File: src/rtl/inta_sequencer.sv
// inta_sequencer: runs the two-pulse INTA acknowledge cycle toward the PIC and
// hands the captured {TReg, IR} vector to the core over valid/ready.
module inta_sequencer #(
    parameter int PULSE_CYCLES = 2,
    parameter int GAP_CYCLES   = 2
) (
    input  logic       clk,
    input  logic       reset,
    input  logic       INT,
    input  logic       IEN,
    input  logic [7:0] dataBus,
    output logic       INTA,
    output logic [7:0] vector,
    output logic       vectorValid,
    input  logic       vectorReady,
    output logic       busy
);
    typedef enum logic [2:0] {IDLE, PULSE1, GAP, PULSE2, DELIVER, HOLDOFF} state_t;
    localparam logic [3:0] PL = 4'(PULSE_CYCLES);
    localparam logic [3:0] GL = 4'(GAP_CYCLES);
    state_t state, state_n;
    logic [1:0] sync;
    logic intSync;
    logic [3:0] cnt, cnt_n;
    logic inta_n, valid_n, last;
    logic [7:0] vector_n;
    assign intSync = sync[1];
    assign last = cnt == 4'd1;
    always_comb begin
        state_n  = state;
        cnt_n    = cnt;
        inta_n   = INTA;
        valid_n  = vectorValid;
        vector_n = vector;
        case (state)
            IDLE: if (intSync && IEN) begin
                state_n = PULSE1;
                inta_n  = 1'b0;
                cnt_n   = PL;
            end
            PULSE1: if (last) begin
                state_n = GAP;
                inta_n  = 1'b1;
                cnt_n   = GL;
            end else cnt_n = cnt - 4'd1;
            GAP: if (last) begin
                state_n = PULSE2;
                inta_n  = 1'b0;
                cnt_n   = PL;
            end else cnt_n = cnt - 4'd1;
            PULSE2: if (last) begin
                state_n  = DELIVER;
                inta_n   = 1'b1;
                valid_n  = 1'b1;
                vector_n = dataBus;
                cnt_n    = 4'd0;
            end else cnt_n = cnt - 4'd1;
            // vectorReady only matters here, where vectorValid is high
            DELIVER: if (vectorReady) begin
                state_n = HOLDOFF;
                valid_n = 1'b0;
                cnt_n   = GL;
            end
            HOLDOFF: if (last) begin
                state_n = IDLE;
                cnt_n   = 4'd0;
            end else cnt_n = cnt - 4'd1;
            default: state_n = IDLE;
        endcase
    end
    always_ff @(posedge clk) begin
        if (reset) begin
            sync        <= 2'b00;
            state       <= IDLE;
            cnt         <= 4'd0;
            INTA        <= 1'b1;
            vector      <= 8'h00;
            vectorValid <= 1'b0;
            busy        <= 1'b0;
        end else begin
            sync        <= {sync[0], INT};
            state       <= state_n;
            cnt         <= cnt_n;
            INTA        <= inta_n;
            vector      <= vector_n;
            vectorValid <= valid_n;
            busy        <= state_n != IDLE;
        end
    end
endmodule

File: config.mk
export PLATFORM = sky130hd
export DESIGN_NAME = inta_sequencer
export DESIGN_NICKNAME = d
export VERILOG_FILES = /design/src/rtl/inta_sequencer.sv
export SDC_FILE = /design/constraint.sdc
export NUM_CORES = 1
export LEC_CHECK = 0
export BUFFER_PORTS_ARGS = -buffer_cell sky130_fd_sc_hd__buf_4
export CAP_MARGIN = 20
export CORE_MARGIN = 2
export CORE_UTILIZATION = 52
export CTS_BUF_LIST = sky130_fd_sc_hd__clkbuf_8
export DETAILED_ROUTE_END_ITERATION = 10
export PLACE_DENSITY_LB_ADDON = 0.08
export RECOVER_POWER = 100
export SYNTH_ARGS = -nofsm -noshare
export SYNTH_HDL_FRONTEND = slang
export SYNTH_SLANG_ARGS = --single-unit
export TNS_END_PERCENT = 1
File: constraint.sdc
create_clock -name clk -period 2.5 [get_ports clk]
set_input_delay 0.5 -clock clk [delete_from_list [all_inputs] [get_ports clk]]
set_output_delay 0.5 -clock clk [all_outputs]
set_load 0.005 [all_outputs]
==> key figures <==
Status
  • Status: complete, no violations

Min path
  • Hold Crit Endpoint: sync[1]
  • Worst Hold Path Cells: 1
  • Hold Crit Class: reg2reg
  • Min-delay src: sync[0]

STA
  • Clk_skew: 0.00151 ns
  • Final period util: 70.8%
  • Max Transition Viols Final: 0
  • # setup viols final: 0
  • Worst-margin pin slew: 0.594 ns
  • Peak Freq: 0.565 GHz
  • Hold Slack: 0.446 ns
  • Fin. Hold Viols: 0
  • Final Critical Period: 1.77 ns
  • Final worst setup slack: 0.730 ns
  • Rel. slew slack: 60.4%
  • Final TNS setup: 0 ns
  • Unrepaired setup endpoints after global routing: no

Placement
  • Dpl ws: 0.797 ns
  • DP Cell Count: 146
  • DP Wirelength: 1340 um
  • Port Buf Inserts: 23
  • Final Wtd Congestion: 0.850

Yosys
  • Post-Syn Instances: 104
  • Synthesized flop and latch total: 20
  • Distinct cells, synth: 36
  • EDFF count, synth: 0
  • Mapped Avg Cell Area: 9.23 sq um
  • Post-synthesis instance area: 960 sq um
  • Ys async rst share: 0%
  • Sequential share of the synthesized area: 41.7%
  • Mapped Nets: 119
  • YS warnings: 0
  • Ys flop type: dfxtp_1

Die
  • Initial core utilization: 55.6%
  • Core box area: 0.00173 sq mm
  • Rows: 15
  • Top Ports: 24
  • Die span in y: 47.0 um
  • Die area: 0.00221 sq mm
  • Die width: 47.0 um

Clock network
  • Hold Buf Count CTS: 0
  • TritonCTS Buffers: 3
  • Clock Tree Buf Depth: 2
  • Latest clock arrival within the worst-skew pair: 0.25 ns
  • Setup Buffers After CTS: 0
  • Post-CTS resize count: 0
  • Clock sinks: 20
  • H-tree depth: 1
  • CTS root buf: clkbuf_8
  • CTS tree: done
  • Worst-path clk slew: 0.07 ns

Critical path
  • Worst-path fanout max: 8
  • Setup CP Type: reg2reg
  • Worst setup SP type: flip-flop
  • CP required: 2.63 ns
  • Crit. End Element: flip-flop
  • R2r endpoint: state[0]
  • Register-to-Register Path Depth: 4
  • Critical Path AT: 1.90 ns
  • R2r startpoint: cnt[0]
  • FF-to-FF setup slack: 0.73 ns

Power
  • PD cells: 511 mW/mm^2
  • Lkg Pwr: 0.440 nW
  • Sw Share: 21.8%
  • NetSw: 0.129 mW
  • Maximum vdd drop: 0.351 mV
  • Comb power frac: 9.6%
  • Clk network pwr share: 34.3%
  • Pint: 0.463 mW
  • Seq pwr share: 56.1%

Drt
  • Total Wirelength: 1810 um
  • Initial DRT Pass Iterations: 4
  • DRC viols: 0
  • Final ANT Viol Nets: 0
  • Vias/cell: 5.42
  • 1st-iter DRT viols: 17
  • Drt wl/cell: 12.1 um
  • Vias: 807

GRT
  • Largest net degree at the start of global routing: 18
  • Met1 usage: 26.8%
  • GR peak layer: met2
  • Initial antenna violation count: 0
  • First-pass GRT wire length: 3060 um
  • Vias in the first global route: 687
  • Total global routing overflow: 0
  • Global Route met3 Usage: 4.62%
  • GR Util met2: 29.6%
  • All-Layer GR Usage: 19.1%

Final layout
  • Most frequent cells in the layout: dfxtp_1, nand2_1, buf_4, clkbuf_4, mux2i_1
  • Fin cells: 149
  • Layout net count: 141
  • Ratio of cells with drive above 1 in the final layout: 22.6%
  • Most common cell after layout, fill and taps aside: dfxtp_1
  • Inserted Diodes: 0
  • Area Overhead vs Synth: 20.9%

Flow run
  • Maxcap violations: 0
[flip-flops by register name, indices dropped and copies added, names as in the netlist]
signal,flops
INTA,1
busy,1
cnt,4
state,3
sync,2
vector,8
vectorValid,1
[routing by layer]
| layer | part of all wire, % | vias to the layer above |
|---|---|---|
| met4 | 0.61 | 0 |
| met2 | 49 | 11 |
| met3 | 2.8 | 2 |
| met5 | 0 | - |
| li1 | - | 415 |
| met1 | 47 | 379 |
[cells in the mapped netlist, types with 2 or more instances]
library cell | instances | area (sq um)
ha_1 | 2 | 25.0
nor3_1 | 3 | 15.0
nand2_1 | 19 | 71.3
a21oi_1 | 5 | 25.0
clkbuf_1 | 4 | 15.0
nor2b_1 | 4 | 25.0
o31ai_1 | 2 | 15.0
o311ai_0 | 2 | 17.5
inv_1 | 3 | 11.3
o2111ai_1 | 3 | 26.3
nor2_1 | 3 | 11.3
or3b_1 | 2 | 17.5
a21o_1 | 2 | 15.0
dfxtp_1 | 20 | 400
mux2i_1 | 9 | 90.1
[stage by stage]
step,area [sq um],util (%),power (mW)
finish,1160,67.2,0.593
CTS,1170,68.0,0.605
floorplan,960,-,0.376
global route,1160,67.2,0.623
detailed placement,1130,65.6,0.400
global placement,1130,65.6,0.399
[power groups by stage]
stage	clock network [mW]	registers, mW	logic (mW)
global route	0.225	0.334	0.0641
floorplan	0	0.338	0.0380
global placement	0	0.340	0.0588
CTS	0.212	0.333	0.0597
finish	0.203	0.333	0.0569
detailed placement	0	0.340	0.0594
[layout make-up]
class	instances	area, sq um
Clock buffer	3	41.3
Timing Repair Buffer	23	169
Sequential cell	20	400
Fill cell	153	567
Tap cell	25	31.3
Multi-Input combinational cell	74	503
Inverter	4	15.0
[how the worst max path moves through the flow]
| stage | from | depth (start not counted) | slack (ns) | to |
|---|---|---|---|---|
| floorplan | cnt[0] | 5 | 0.90 | state[0] |
| global placement | cnt[0] | 4 | 0.85 | state[0] |
| detailed placement | cnt[0] | 4 | 0.80 | state[0] |
| CTS | cnt[0] | 4 | 0.77 | state[0] |
| global route | cnt[0] | 4 | 0.64 | state[0] |
| finish | cnt[0] | 4 | 0.73 | state[0] |
[critical path: stages (launching register included)]
cell       delay (ns)
dfxtp_1          0.40
ha_1             0.18
or3b_1           0.47
a21o_1           0.21
a2111oi_0        0.38
[cells by family (layout without fill, tap and decap cells)]
group                    Yosys count  after routing  synth area share, %
AO/OA/AOI/OAI                     23             23                 19.2
XOR/XNOR                           1              1                0.913
flip-flops                        20             20                 41.7
adder cells (fa/ha/maj)            2              2                 2.61
buffers and inverters             10             30                 4.82
multiplexers                       9              9                 9.39
AND/OR/NAND/NOR                   39             39                 21.4
Power figures use the tool's default switching activity.
